**config.mk**
```make
export PLATFORM = sky130hd
export DESIGN_NAME = sal_bank_ctrl
export DESIGN_NICKNAME = d
export VERILOG_FILES = /design/src/rtl/sal_bank_ctrl.sv
export SDC_FILE = /design/constraint.sdc
export NUM_CORES = 1
export LEC_CHECK = 0
export ABC_AREA = 1
export CAP_MARGIN = 20
export CORE_UTILIZATION = 44
export CTS_CLUSTER_DIAMETER = 60
export DETAILED_ROUTE_END_ITERATION = 10
export PLACE_DENSITY = 0.73
export SLEW_MARGIN = 10
export SYNTH_ARGS = -nofsm -noshare
export SYNTH_HDL_FRONTEND = slang
export SYNTH_SLANG_ARGS = --single-unit
```
**constraint.sdc**
```tcl
create_clock -name clk -period 2.19 [get_ports clk]
set_input_delay 0.438 -clock clk [delete_from_list [all_inputs] [get_ports clk]]
set_output_delay 0.438 -clock clk [all_outputs]
set_load 0.02 [all_outputs]
```
**src/rtl/sal_bank_ctrl.sv**
```systemverilog
// Per-bank controller: holds one decoded request, tracks the bank state and
// requests ACT/RD/WR/PRE/REF from the inter-bank scheduler under intra-bank timing.
module sal_bank_ctrl #(
  parameter int unsigned RA_W   = 16,
  parameter int unsigned CA_W   = 10,
  parameter int unsigned ID_W   = 4,
  parameter int unsigned LEN_W  = 4,
  parameter int unsigned SEQ_W  = 8,
  parameter int unsigned CNTR_W = 6
) (
  input  logic              clk,
  input  logic              rst_n,
  input  logic              req_valid_i,
  output logic              req_ready_o,
  input  logic              req_wr_i,
  input  logic [RA_W-1:0]   req_ra_i,
  input  logic [CA_W-1:0]   req_ca_i,
  input  logic [ID_W-1:0]   req_id_i,
  input  logic [LEN_W-1:0]  req_len_i,
  input  logic [SEQ_W-1:0]  req_seq_i,
  input  logic              ref_req_i,
  output logic              ref_done_o,
  input  logic [CNTR_W-1:0] t_rcd_m1,
  input  logic [CNTR_W-1:0] t_ras_m1,
  input  logic [CNTR_W-1:0] t_rtp_m1,
  input  logic [CNTR_W-1:0] t_wtp_m1,
  input  logic [CNTR_W-1:0] t_rp_m1,
  input  logic [CNTR_W-1:0] t_rfc_m1,
  output logic              act_req_o,
  output logic              rd_req_o,
  output logic              wr_req_o,
  output logic              pre_req_o,
  output logic              ref_req_o,
  input  logic              act_gnt_i,
  input  logic              rd_gnt_i,
  input  logic              wr_gnt_i,
  input  logic              pre_gnt_i,
  input  logic              ref_gnt_i,
  output logic [RA_W-1:0]   ra_o,
  output logic [CA_W-1:0]   ca_o,
  output logic [ID_W-1:0]   id_o,
  output logic [LEN_W-1:0]  len_o,
  output logic [SEQ_W-1:0]  seq_num_o
);

  localparam logic [2:0] ST_CLOSED      = 3'd0;
  localparam logic [2:0] ST_ACTIVATING  = 3'd1;
  localparam logic [2:0] ST_OPEN        = 3'd2;
  localparam logic [2:0] ST_PRECHARGING = 3'd3;
  localparam logic [2:0] ST_REFRESHING  = 3'd4;

  localparam logic [2:0] CMD_NONE = 3'd0;
  localparam logic [2:0] CMD_ACT  = 3'd1;
  localparam logic [2:0] CMD_RD   = 3'd2;
  localparam logic [2:0] CMD_WR   = 3'd3;
  localparam logic [2:0] CMD_PRE  = 3'd4;
  localparam logic [2:0] CMD_REF  = 3'd5;

  logic [2:0]        state_q, state_d;
  logic [2:0]        hold_q, hold_d;
  logic              vld_q, vld_d;
  logic              wr_q, wr_d;
  logic [RA_W-1:0]   ra_q, ra_d;
  logic [CA_W-1:0]   ca_q, ca_d;
  logic [ID_W-1:0]   id_q, id_d;
  logic [LEN_W-1:0]  len_q, len_d;
  logic [SEQ_W-1:0]  seq_q, seq_d;
  logic              ref_pend_q, ref_pend_d;
  logic [RA_W-1:0]   open_row_q, open_row_d;
  logic [CNTR_W-1:0] rcd_q, rcd_d, ras_q, ras_d, rtp_q, rtp_d;
  logic [CNTR_W-1:0] wtp_q, wtp_d, rp_q, rp_d, rfc_q, rfc_d;

  logic [2:0] cmd_c;
  logic       act_g, rd_g, wr_g, pre_g, ref_g, any_g, cap;

  function automatic logic [CNTR_W-1:0] cnt_dec(input logic [CNTR_W-1:0] c);
    return (c == '0) ? '0 : c - CNTR_W'(1);
  endfunction

  // Command select: a request left ungranted is re-issued unchanged
  always_comb begin
    cmd_c = CMD_NONE;
    if (hold_q != CMD_NONE) begin
      cmd_c = hold_q;
    end else begin
      case (state_q)
        ST_CLOSED: begin
          if (ref_pend_q)  cmd_c = CMD_REF;
          else if (vld_q)  cmd_c = CMD_ACT;
        end
        ST_OPEN: begin
          if (ref_pend_q || (vld_q && (ra_q != open_row_q))) begin
            if ((ras_q == '0) && (rtp_q == '0) && (wtp_q == '0)) cmd_c = CMD_PRE;
          end else if (vld_q) begin
            cmd_c = wr_q ? CMD_WR : CMD_RD;
          end
        end
        default: cmd_c = CMD_NONE;
      endcase
    end
  end

  assign act_req_o = (cmd_c == CMD_ACT);
  assign rd_req_o  = (cmd_c == CMD_RD);
  assign wr_req_o  = (cmd_c == CMD_WR);
  assign pre_req_o = (cmd_c == CMD_PRE);
  assign ref_req_o = (cmd_c == CMD_REF);

  // Grants only count against the command actually being requested
  assign act_g = act_gnt_i & act_req_o;
  assign rd_g  = rd_gnt_i  & rd_req_o;
  assign wr_g  = wr_gnt_i  & wr_req_o;
  assign pre_g = pre_gnt_i & pre_req_o;
  assign ref_g = ref_gnt_i & ref_req_o;
  assign any_g = act_g | rd_g | wr_g | pre_g | ref_g;

  always_comb begin
    state_d    = state_q;
    hold_d     = CMD_NONE;
    vld_d      = vld_q;
    wr_d       = wr_q;
    ra_d       = ra_q;
    ca_d       = ca_q;
    id_d       = id_q;
    len_d      = len_q;
    seq_d      = seq_q;
    open_row_d = open_row_q;
    cap        = req_valid_i & ~vld_q;

    rcd_d = act_g ? t_rcd_m1 : cnt_dec(rcd_q);
    ras_d = act_g ? t_ras_m1 : cnt_dec(ras_q);
    rtp_d = rd_g  ? t_rtp_m1 : cnt_dec(rtp_q);
    wtp_d = wr_g  ? t_wtp_m1 : cnt_dec(wtp_q);
    rp_d  = pre_g ? t_rp_m1  : cnt_dec(rp_q);
    rfc_d = ref_g ? t_rfc_m1 : cnt_dec(rfc_q);

    ref_pend_d = (ref_pend_q & ~ref_g) | ref_req_i;

    if ((cmd_c != CMD_NONE) && !any_g) hold_d = cmd_c;

    if (rd_g || wr_g) begin
      vld_d = 1'b0;
    end else if (cap) begin
      vld_d = 1'b1;
      wr_d  = req_wr_i;
      ra_d  = req_ra_i;
      ca_d  = req_ca_i;
      id_d  = req_id_i;
      len_d = req_len_i;
      seq_d = req_seq_i;
    end

    if (act_g) open_row_d = ra_q;

    // Wait states end on the edge where the counter reaches zero, so the
    // dependent request shows up exactly t cycles after its grant
    case (state_q)
      ST_CLOSED: begin
        if (act_g)      state_d = (rcd_d == '0) ? ST_OPEN : ST_ACTIVATING;
        else if (ref_g) state_d = ST_REFRESHING;
      end
      ST_ACTIVATING:  if (rcd_d == '0) state_d = ST_OPEN;
      ST_OPEN:        if (pre_g) state_d = (rp_d == '0) ? ST_CLOSED : ST_PRECHARGING;
      ST_PRECHARGING: if (rp_d == '0) state_d = ST_CLOSED;
      ST_REFRESHING:  if (rfc_q == '0) state_d = ST_CLOSED;
      default:        state_d = ST_CLOSED;
    endcase
  end

  always_ff @(posedge clk) begin
    if (!rst_n) begin
      state_q    <= ST_CLOSED;
      hold_q     <= CMD_NONE;
      vld_q      <= 1'b0;
      wr_q       <= 1'b0;
      ra_q       <= '0;
      ca_q       <= '0;
      id_q       <= '0;
      len_q      <= '0;
      seq_q      <= '0;
      ref_pend_q <= 1'b0;
      open_row_q <= '0;
      rcd_q      <= '0;
      ras_q      <= '0;
      rtp_q      <= '0;
      wtp_q      <= '0;
      rp_q       <= '0;
      rfc_q      <= '0;
    end else begin
      state_q    <= state_d;
      hold_q     <= hold_d;
      vld_q      <= vld_d;
      wr_q       <= wr_d;
      ra_q       <= ra_d;
      ca_q       <= ca_d;
      id_q       <= id_d;
      len_q      <= len_d;
      seq_q      <= seq_d;
      ref_pend_q <= ref_pend_d;
      open_row_q <= open_row_d;
      rcd_q      <= rcd_d;
      ras_q      <= ras_d;
      rtp_q      <= rtp_d;
      wtp_q      <= wtp_d;
      rp_q       <= rp_d;
      rfc_q      <= rfc_d;
    end
  end

  assign req_ready_o = ~vld_q;
  assign ref_done_o  = (state_q == ST_REFRESHING) && (rfc_q == '0);
  assign ra_o        = ra_q;
  assign ca_o        = ca_q;
  assign id_o        = id_q;
  assign len_o       = len_q;
  assign seq_num_o   = seq_q;

`ifndef SYNTHESIS
  // Scheduler protocol checks
  always_ff @(posedge clk) begin
    if (rst_n) begin
      assert ($onehot0({act_gnt_i, rd_gnt_i, wr_gnt_i, pre_gnt_i, ref_gnt_i}))
        else $error("sal_bank_ctrl: multiple grants in one cycle");
      assert (({act_gnt_i, rd_gnt_i, wr_gnt_i, pre_gnt_i, ref_gnt_i} &
               ~{act_req_o, rd_req_o, wr_req_o, pre_req_o, ref_req_o}) == 5'd0)
        else $error("sal_bank_ctrl: grant without matching request");
    end
  end
`endif

endmodule

```
# Word level (Yosys, flattened, before mapping)
# Index checks and enable logic that the tools add are counted.
[word_totals]
mem_count = 0
mem_bits_ro = 0
latch_bits = 0
out_inout_bits = 49
wordCells = 106
input_bits = 88
ram_bits = 0
reg_bits = 103
[classes]
reduce_logical = 23
addsub = 6
eq_ne = 15
n_bitwise = 16
n_mux = 29
n_shift = 0
n_lt_le_gt_ge = 0
mul = 0
div = 0
[ops]
columns = ["op", "n"]
rows = [
  ["two-way mux 6 bit", 12],
  ["zero test 6 bit", 8],
  ["subtractor 6 x 1 -> 6 bit (second input constant)", 6],
  ["two-way mux 3 bit", 10],
  ["inequality test 16 bit", 1],
  ["case mux 3 bit (5 select lines)", 1],
  ["equality test 3 x 2 -> 1 bit (second input constant)", 4],
  ["equality test 3 bit (second input constant)", 3],
  ["AND 1 bit", 7],
  ["equality test 3 x 1 -> 1 bit (second input constant)", 2],
  ["two-way mux 2 bit", 3],
  ["inequality test 2 bit (second input constant)", 3],
  ["case mux 3 bit (2 select lines)", 1],
  ["nonzero test 3 bit", 2],
  ["logical AND 1 bit", 5],
  ["OR 1 bit", 5],
  ["AND reduction 5 bit", 1],
  ["inverter 1 bit", 4],
  ["AND reduction 2 bit", 2],
  ["zero test 3 bit", 1],
  ["inequality test 3 bit (second input constant)", 1],
  ["logical OR 1 bit", 2],
  ["two-way mux 1 bit", 2],
  ["inequality test 2 x 1 -> 1 bit (second input constant)", 1],
  ["2 further kinds", 2],
]

# Depth between registers and ports, before layout
# Gate-level depths: netlist of run 1.
[depth]
depth_word = 16
ltp_mapped = 22
ltp_nobuf = 22

# Worst setup path after synthesis of run 1
# Ideal clock, no wire load.
[synth_timing]
path_kind = "flip-flop to flip-flop"
startpoint = "register ra_q[5] (netlist: ra_o[5])"
endpoint = "register state_q[0]"
path_stages_with_launch = 16
setup_time_ps = 67
t_required_ps = 2123
synth_period_minus_slack_ps = 2489
arrival_ps = 2422
path_slack_ps = -299
path_buffers = 0
path_cell_list = "dfxtp_1 > inv_1 > or2_0 > nand2_1 > nor2_2 > nand4_1 > nor2_2 > nor2_4 > nand3_2 > nor2_1 > nand2_1 > a31oi_1 > nand2_1 > nor2_2 > nand2_1 > a21oi_2"
[synth_via]
word_cells_on_any_way = 26
cone_classes = "eq/ne: 8; mux: 10; bitwise: 3; reduce/logical: 5"
[synth_lines]
columns = ["element", "line", "text"]
rows = [
  ["from (decl)", "63", "logic [RA_W-1:0] ra_q, ra_d;"],
  ["from (signal assigned)", "194", "ra_q <= ra_d;"],
  ["inequality test 16 bit", "92", "if (ref_pend_q || (vld_q && (ra_q != open_row_q))) begin"],
  ["logical AND 1 bit", "92", ""],
  ["logical OR 1 bit", "92", ""],
  ["two-way mux 3 bit", "92", ""],
  ["case mux 3 bit (2 select lines)", "86", "case (state_q)"],
  ["two-way mux 3 bit", "83", "if (hold_q != CMD_NONE) begin"],
  ["equality test 3 bit", "107", "assign ref_req_o = (cmd_c == CMD_REF);"],
  ["via ref_req_o", "33", "output logic ref_req_o,"],
  ["AND 1 bit", "114", "assign ref_g = ref_gnt_i & ref_req_o;"],
  ["inequality test 3 bit (no line)", "n/a", ""],
  ["AND reduction 5 bit (no line)", "n/a", ""],
  ["to (signal assigned)", "190", "state_q <= state_d;"],
  ["to (decl)", "59", "logic [2:0] state_q, state_d;"],
]
# The timed path passes the listed nets, and every way through them passes these cells. The select of a mux whose other input is x is not followed.
# A chain may end at the register's enable or synchronous reset.

# Final worst setup path of run 1
[layout_timing]
startpoint = "register open_row_q[8]"
endpoint = "register state_q[0]"
[layout_via]
elab_chain_len = 13
word_cells_on_any_way = 26
cone_classes = "eq/ne: 8; mux: 10; bitwise: 3; reduce/logical: 5"
[layout_rtl]
columns = ["element", "line", "text"]
rows = [
  ["from (decl)", "69", "logic [RA_W-1:0] open_row_q, open_row_d;"],
  ["from (signal assigned)", "200", "open_row_q <= open_row_d;"],
  ["inequality test 16 bit *", "92", ""],
  ["logical AND 1 bit *", "92", ""],
  ["logical OR 1 bit *", "92", ""],
  ["two-way mux 3 bit *", "92", ""],
  ["case mux 3 bit (2 select lines) *", "86", ""],
  ["two-way mux 3 bit *", "83", ""],
  ["equality test 3 bit / equality test 3 x 1 -> 1 bit (equally long branches)", "106, 103", ""],
  ["AND 1 bit, on equally long branches", "113, 110", ""],
  ["two-way mux 6 bit, on equally long branches", "134, 130", ""],
  ["zero test 6 bit, on equally long branches", "n/a", ""],
  ["two-way mux 2 bit, on equally long branches", "163, 159", ""],
  ["two-way mux 3 bit, on equally long branches", "163, 159", ""],
  ["case mux 3 bit (5 select lines)", "157", "case (state_q)"],
]
# Every way passes the cells marked *; elsewhere a longest branch is shown, timed or not. The select of a mux whose other input is x is not followed.

==> results of run 1 <==
critical path, delay by kind of cell (launching register included):
kind	cells	cell delay, ns
AND/OR/NAND/NOR	19	1.91
flip-flops	1	0.33
buffers and inverters	3	0.21
AO/OA/AOI/OAI	1	0.12
cell type report:
cell class,count,area [um^2]
timing repair buffer,274,2820
clock inverter,6,42.54
inverter,128,491.7
multi-input combinational,476,3161
timing repair inverter,1,7.507
sequential,103,2118
fill,745,2419
tap,143,178.9
clock buffer,10,229.0
how the worst max path moves through the flow:
stage | cells after the start | to | start
final | 23 | state_q[0]$_SDFFE_PN0P_ | open_row_q[8]$_SDFFE_PN0P_
after global routing | 23 | state_q[1]$_SDFFE_PN0P_ | ra_o[14]$_SDFFE_PN0P_
after CTS | 23 | state_q[0]$_SDFFE_PN0P_ | ra_o[14]$_SDFFE_PN0P_
after detailed placement | 13 | wr_req_o | ra_o[11]$_SDFFE_PN0P_
after global placement | 13 | wr_req_o | ra_o[11]$_SDFFE_PN0P_
after floorplan | 18 | state_q[0]$_SDFFE_PN0P_ | ra_o[5]$_SDFFE_PN0P_
per-stage QoR:
| stage | power (mW) | hold slack [ns] | area, um^2 | utilization |
|---|---|---|---|---|
| finish | 10.07 | 0.4658 | 9049 | 0.7891 |
| detailed placement | 7.611 | 0.4376 | 7719 | 0.6731 |
| global route | 10.77 | 0.4817 | 9049 | 0.7891 |
| global placement | 7.377 | 0.4326 | 7719 | 0.6731 |
| CTS | 9.597 | 0.4561 | 8646 | 0.7540 |
| floorplan | 5.779 | 0.4437 | 5518 | - |
power by group through the flow:
stage | clock (mW) | sequential [mW] | combinational [mW]
after global routing | 1.63 | 2.67 | 6.47
after CTS | 1.54 | 2.60 | 5.45
after detailed placement | 0 | 2.63 | 4.98
final | 1.53 | 2.62 | 5.92
after global placement | 0 | 2.61 | 4.76
after floorplan | 0 | 2.69 | 3.09
cell families (layout without fill, tap and decap cells):
group | after synthesis | after routing | share of synthesized area
and+or+nand+nor | 252 | 253 | 0.2423
AOI/OAI and AO/OA | 202 | 202 | 0.1990
xor gates and xnor gates | 11 | 11 | 0.01851
buffers and inverters | 156 | 419 | 0.1200
adders and majority gates | 10 | 10 | 0.02404
DFF | 103 | 103 | 0.3962
metal layers:
layer | part of all wire | track usage | vias up
li1 | - | - | 2885
met1 | 0.39 | 0.2835 | 2694
met2 | 0.53 | 0.4841 | 151
met3 | 0.055 | 0.07381 | 38
met4 | 0.024 | 0.08800 | 0
met5 | 0 | 0 | -
synthesized netlist by cell type, types with 6 or more instances:
master    number
a21oi_1       98
nand2_1      117
nand4_1       12
clkbuf_1      15
nor2_2         6
nor2_1        51
o21ai_1       32
ha_1          10
inv_1        111
buf_4          7
xor2_1         7
inv_2         16
dfxtp_1      103
nand3_1       29
o21ai_0       64
registers in the layout, indices dropped and copies added, names as in the netlist:
register    flops
ca_o           10
hold_q          3
id_o            4
len_o           4
open_row_q     16
ra_o           16
ras_q           6
rcd_q           6
ref_pend_q      1
rfc_q           6
rp_q            6
rtp_q           6
seq_num_o       8
state_q         3
vld_q           1
wr_q            1
wtp_q           6
what timing repair did:
item                                    4_1_cts  5_1_grt
setup buffers                                19        8
resized for setup                           116       96
gates cloned                                  9        5
pin swaps                                    23       40
endpoints found under the setup margin       87      105
==> metrics.yaml, run 1 <==
status:
  run_status: "finished with violations"
  violations: "negative setup slack"
drt:
  ant_nets: 0
  drc: 0
  drt_iter0_drc: 275
  vias: 5768
  firstDrtPassIters: 4
  viasPerCell: 5.055
  wire_per_inst_um: 14.85
  drt-total-wl_um: 16950
worst_setup_path:
  cp_data_arrival_time_ns: 2.96
  worstReg2RegStart: "open_row_q[8]$_SDFFE_PN0P_"
  reg2reg_depth: 23
  crit_top_cell: "nand2_1"
  cp_slowest_stage_delay_ns: 0.33
  worst-path-max-fanout: 7
  critPathLaunchType: "register"
  cp-end-kind: "register"
  slowest_stage: "dfxtp_2"
  crit_chain: "inv_1 -> nand2_1 -> nand2_1 -> nor2_1 -> nand2_1 -> nor2_4 -> inv_2 -> nor2_4 -> nand3_2 -> nand2_1 -> nand2_1 -> nand2_2 -> buf_6 -> nand4_4 -> nand2_2 -> nand2_1 -> nor2_2 -> nand3_2 -> nand2_2 -> nand2_2 -> nor2_4 -> nand2_2 -> a21oi_2"
  rr_endpoint: "state_q[0]$_SDFFE_PN0P_"
  required_ns: 2.48
  path_class: "reg2reg"
  r2r_slack_ns: -0.48
logic_synthesis:
  synth_ff_type: "dfxtp_1"
  synth_seq_cells: 103
  yosysSeqAreaShare: 0.3962
  syn_avg_cell_area_um2: 7.091
  syn_inst: 734
  synthDominantCellAreaShare: 0.3962
  synth_area_um2: 5205
  synth_cell_types: 38
  synth_top_area_cell: "dfxtp_1"
  yosys-top-cells-area: "dfxtp_1, a21oi_1, nand2_1"
  ys_warn_count: 0
  synth_fp_nets: 832
  async_flop_share: 0
  synth_edf_count: 0
floorplan:
  rows: 39
  ios: 137
  initial_utilization: 0.4539
  core_area_um2: 11470
  dieArea_um2: 12270
  dieHeight_um: 110.8
  die_w_um: 110.8
power:
  intPower_mw: 5.852
  combinationalPowerShare: 0.588
  powerDensity_nw_per_um2: 1113
  cellLeakagePower_nw: 3.848
  seqPwrFrac: 0.260
  netSwitchingPower_mw: 4.217
  clockPowerShare: 0.152
  ir_drop_mv: 0.9757
  swShare: 0.4188
clock_network:
  htreeDepth: 3
  cts_buffers: 9
  cts-root-buf: "clkbuf_16"
  cts_tree: "yes"
  clk_pin_slew_ns: 0.07
  max-clock-path-buffers: 2
  hold_buffers: 0
  clk_latency_ns: 0.35
  clkSinkCount: 103
timing:
  hold_viol: 0
  layout_setup_ws_ns: -0.4816
  period_share: 1.220
  finalCriticalPeriod_ns: 2.672
  finalSetupTns_ns: -20.37
  clock.fmax_mhz: 374.3
  setup_viol: 82
  worstMarginPinSlew_ns: 0.5553
  slew_violations: 0
  max_slew_margin: 0.6298
  rsz0062_at_grt: "true"
  finalClockSkew_ns: 0.009547
final_layout:
  most-common-layout-cells: "clkdlybuf4s50_1, inv_1, nand2_1, buf_4, dfxtp_1"
  final_common_cell: "clkdlybuf4s50_1"
  final_nets: 1091
  drive_gt1_frac: 0.3778
  fin_cells: 1141
  area_growth_pct: 73.85
  antenna-diode-count: 0
grt:
  grt_max_degree: 30
  grt_overflow: 0
  grt_pass1_wl_um: 26500
  grtUsageTotal: 0.2615
  antenna_found_initial: 0
  first_global_vias: 5945
run:
  maxCapViolations: 0
place:
  post-dp-hpwl_um: 11040
  gp_congestion: 0.8628
  pre_cts_ws_ns: -0.4292
  placedCellCount: 1087
  port_buffers: 136
worst_hold_path:
  hold_depth: 2
  holdPathEnd: "ca_o[9]$_SDFFE_PN0P_"
  hold_start: "ca_o[9]$_SDFFE_PN0P_"
  worstHoldPathType: "reg2reg"
(Power assumes the default switching activity.)
==> inputs of run 2 (changes only) <==
Settings changed: PLACE_DENSITY 0.73 to 0.84, RECOVER_POWER set to 25.
==> metrics.yaml, run 2 (same netlist as run 1, synthesis figures left out) <==
drt:
  drc: 0  # unchanged
  drt_iter0_drc: 447  # was 275
  vias: 6382  # was 5768
  wire_per_inst_um: 18.61  # was 14.85 um
  ant_nets: 0  # unchanged
  firstDrtPassIters: 5  # was 4
  viasPerCell: 5.473  # was 5.055
  drt-total-wl_um: 21700  # was 16950 um
floorplan:
  die_w_um: 110.8  # unchanged
  rows: 39  # unchanged
  core_area_um2: 11470  # unchanged
  initial_utilization: 0.4539  # unchanged
  dieHeight_um: 110.8  # unchanged
  ios: 137  # unchanged
  dieArea_um2: 12270  # unchanged
grt:
  grt_overflow: 0  # unchanged
  first_global_vias: 6059  # was 5945
  grt_max_degree: 69  # was 30
  use_met1: 0.3134  # was 0.2835
  grt_pass1_wl_um: 28090  # was 26500 um
  use_met2: 0.5010  # was 0.4841
  antenna_found_initial: 0  # unchanged
  busiest_layer: "met2"  # unchanged
  use_met3: 0.08693  # was 0.07381
  grtUsageTotal: 0.2840  # was 0.2615
clock_network:
  cts_buffers: 9  # unchanged
  clk_pin_slew_ns: 0.07  # about the same
  cts_tree: "yes"  # unchanged
  cts-root-buf: "clkbuf_16"  # unchanged
  clk_latency_ns: 0.36  # was 0.35 ns
  max-clock-path-buffers: 2  # unchanged
  clkSinkCount: 103  # unchanged
  htreeDepth: 3  # unchanged
  hold_buffers: 0  # unchanged
worst_setup_path:
  worst-path-max-fanout: 7  # unchanged
  worstReg2RegStart: "ra_o[9]$_SDFFE_PN0P_"  # was open_row_q[8]$_SDFFE_PN0P_
  cp_data_arrival_time_ns: 3.09  # was 2.96 ns
  crit_chain: "inv_4 -> nand2_1 -> nand2_1 -> nand3_2 -> nor2_2 -> nand3_2 -> nor2_4 -> inv_2 -> nand2_4 -> nand2_8 -> clkinv_8 -> buf_6 -> nand4_4 -> nand2_2 -> nand2_2 -> nor2_4 -> nand3_2 -> nand2_2 -> nand2_2 -> nor2_4 -> nand2_2 -> a21oi_2"  # was inv_1 -> nand2_1 -> nand2_1 -> nor2_1 -> nand2_1 -> nor2_4 -> inv_2 -> nor2_4 -> nand3_2 -> nand2_1 -> nand2_1 -> nand2_2 -> buf_6 -> nand4_4 -> nand2_2 -> nand2_1 -> nor2_2 -> nand3_2 -> nand2_2 -> nand2_2 -> nor2_4 -> nand2_2 -> a21oi_2
  reg2reg_depth: 22  # was 23
  rr_endpoint: "state_q[0]$_SDFFE_PN0P_"  # unchanged
  cp-end-kind: "register"  # unchanged
  crit_top_cell: "nand2_2"  # was nand2_1
  critPathLaunchType: "register"  # unchanged
  path_class: "reg2reg"  # unchanged
  cp_slowest_stage_delay_ns: 0.38  # was 0.33 ns
  slowest_stage: "dfxtp_4"  # was dfxtp_2
  r2r_slack_ns: -0.62  # was -0.48 ns
  required_ns: 2.48  # about the same
timing:
  finalCriticalPeriod_ns: 2.808  # was 2.672 ns
  setup_viol: 103  # was 82
  clock.fmax_mhz: 356.1  # was 374.3 MHz
  rsz0062_at_grt: "true"  # unchanged
  max_slew_margin: 0.3769  # was 0.6298
  slew_violations: 0  # unchanged
  period_share: 1.282  # was 1.220
  worstMarginPinSlew_ns: 0.9336  # was 0.5553 ns
  finalClockSkew_ns: 0.01139  # was 0.009547 ns
  layout_setup_ws_ns: -0.6182  # was -0.4816 ns
  hold_viol: 0  # unchanged
place:
  placedCellCount: 1077  # was 1087
  pre_cts_ws_ns: -0.3918  # was -0.4292 ns
  gp_congestion: 0.8312  # was 0.8628
  post-dp-hpwl_um: 9956  # was 11040 um
  port_buffers: 136  # unchanged
power:
  combinationalPowerShare: 0.625  # was 0.588
  swShare: 0.4361  # was 0.4188
  seqPwrFrac: 0.230  # was 0.260
  cellLeakagePower_nw: 4.091  # was 3.848 nW
  intPower_mw: 6.666  # was 5.852 mW
  ir_drop_mv: 1.180  # was 0.9757 mV
  netSwitchingPower_mw: 5.155  # was 4.217 mW
  clockPowerShare: 0.145  # was 0.152
  powerDensity_nw_per_um2: 1220  # was 1113 nW/um^2
run:
  maxCapViolations: 0  # unchanged
final_layout:
  final_nets: 1116  # was 1091
  antenna-diode-count: 0  # unchanged
  drive_gt1_frac: 0.4653  # was 0.3778
  fin_cells: 1166  # was 1141
  final_common_cell: "clkdlybuf4s50_1"  # unchanged
  nFillCells: 564  # was 745
  area_growth_pct: 86.18  # was 73.85%
  most-common-layout-cells: "clkdlybuf4s50_1, buf_4, inv_1, nand2_1, dfxtp_1"  # was clkdlybuf4s50_1, inv_1, nand2_1, buf_4, dfxtp_1
status:
  violations: "negative setup slack"  # unchanged
  run_status: "finished with violations"  # unchanged
worst_hold_path:
  hold_start: "seq_num_o[2]$_SDFFE_PN0P_"  # was ca_o[9]$_SDFFE_PN0P_
  worstHoldPathType: "reg2reg"  # unchanged
  hold_depth: 2  # unchanged
  holdPathEnd: "seq_num_o[2]$_SDFFE_PN0P_"  # was ca_o[9]$_SDFFE_PN0P_
run 2: changes by cell type in the layout (fill, tap and decap cells not counted), sizes merged:
cell           before  now
dlygate4sd3         0   12
bufinv              0    1
inv               130  128
buf               140  165
clkdlybuf4s50     129  117
clkbuf             14   16
clkdlybuf4s15       1    0
run 2: critical path: cells and delay by family, from the launching register on:
kind	cells	cell delay, ns
AND/OR/NAND/NOR	17	1.93
AO/OA/AOI/OAI	1	0.13
flip-flops	1	0.38
buffers and inverters	4	0.28
run 2: power groups by stage:
stage               Combinational, mW  Clock, mW  Sequential (mW)
floorplan                        3.09          0             2.69
global placement                 4.67          0             2.63
detailed placement               4.80          0             2.64
CTS                              5.88       1.71             2.62
global route                     7.85       1.81             2.75
finish                           7.39       1.72             2.71
run 2: metrics by stage:
step	setup TNS, ns	utilization	hold slack (ns)	instance area, um^2	power (mW)
2_1_floorplan	-1.979	-	0.4437	5518	5.779
5_1_grt	-55.82	0.8451	0.4738	9691	12.42
6_report	-35.98	0.8451	0.4579	9691	11.82
4_1_cts	-17.43	0.7690	0.4487	8818	10.22
3_5_place_dp	-11.87	0.6644	0.4420	7619	7.437
3_3_place_gp	-8.588	0.6644	0.4323	7619	7.292
run 2: worst max-delay path by stage:
| stage | start | endpoint | slack [ns] | depth (start not counted) |
|---|---|---|---|---|
| after floorplan | ra_o[5]$_SDFFE_PN0P_ | state_q[0]$_SDFFE_PN0P_ | -0.08 | 18 |
| after global placement | ra_o[11]$_SDFFE_PN0P_ | wr_req_o | -0.36 | 13 |
| after detailed placement | open_row_q[6]$_SDFFE_PN0P_ | wr_req_o | -0.39 | 13 |
| after CTS | ra_o[11]$_SDFFE_PN0P_ | wr_req_o | -0.37 | 13 |
| after global routing | ra_o[3]$_SDFFE_PN0P_ | state_q[0]$_SDFFE_PN0P_ | -0.78 | 21 |
| final | ra_o[9]$_SDFFE_PN0P_ | state_q[0]$_SDFFE_PN0P_ | -0.62 | 22 |
run 2: area by class of cell:
| class | count | area, um^2 | share of cell area |
|---|---|---|---|
| inverters | 128 | 511.7 | 0.05281 |
| clock buffers | 11 | 242.7 | 0.02505 |
| multi-input cells | 476 | 3476 | 0.3587 |
| well taps | 143 | 178.9 | 0.01846 |
| flip-flops and latches | 103 | 2127 | 0.2195 |
| clock inverters | 5 | 65.06 | 0.006714 |
| repair inverters | 1 | 7.507 | 0.0007747 |
| repair buffers | 299 | 3082 | 0.3180 |
run 2: metal layers:
metal  wire length [um]  vias to the layer above
met5                  0                        -
met4                800                        0
met3               1489                       78
met2              11310                      312
met1               8105                     3041
li1                   -                     2951
run 2: repair_timing:
item	4_1_cts	5_1_grt
buffers inserted	26	42
endpoints found under the setup margin	77	109
cloned	11	4
resized for setup	173	196
pin swaps	21	72
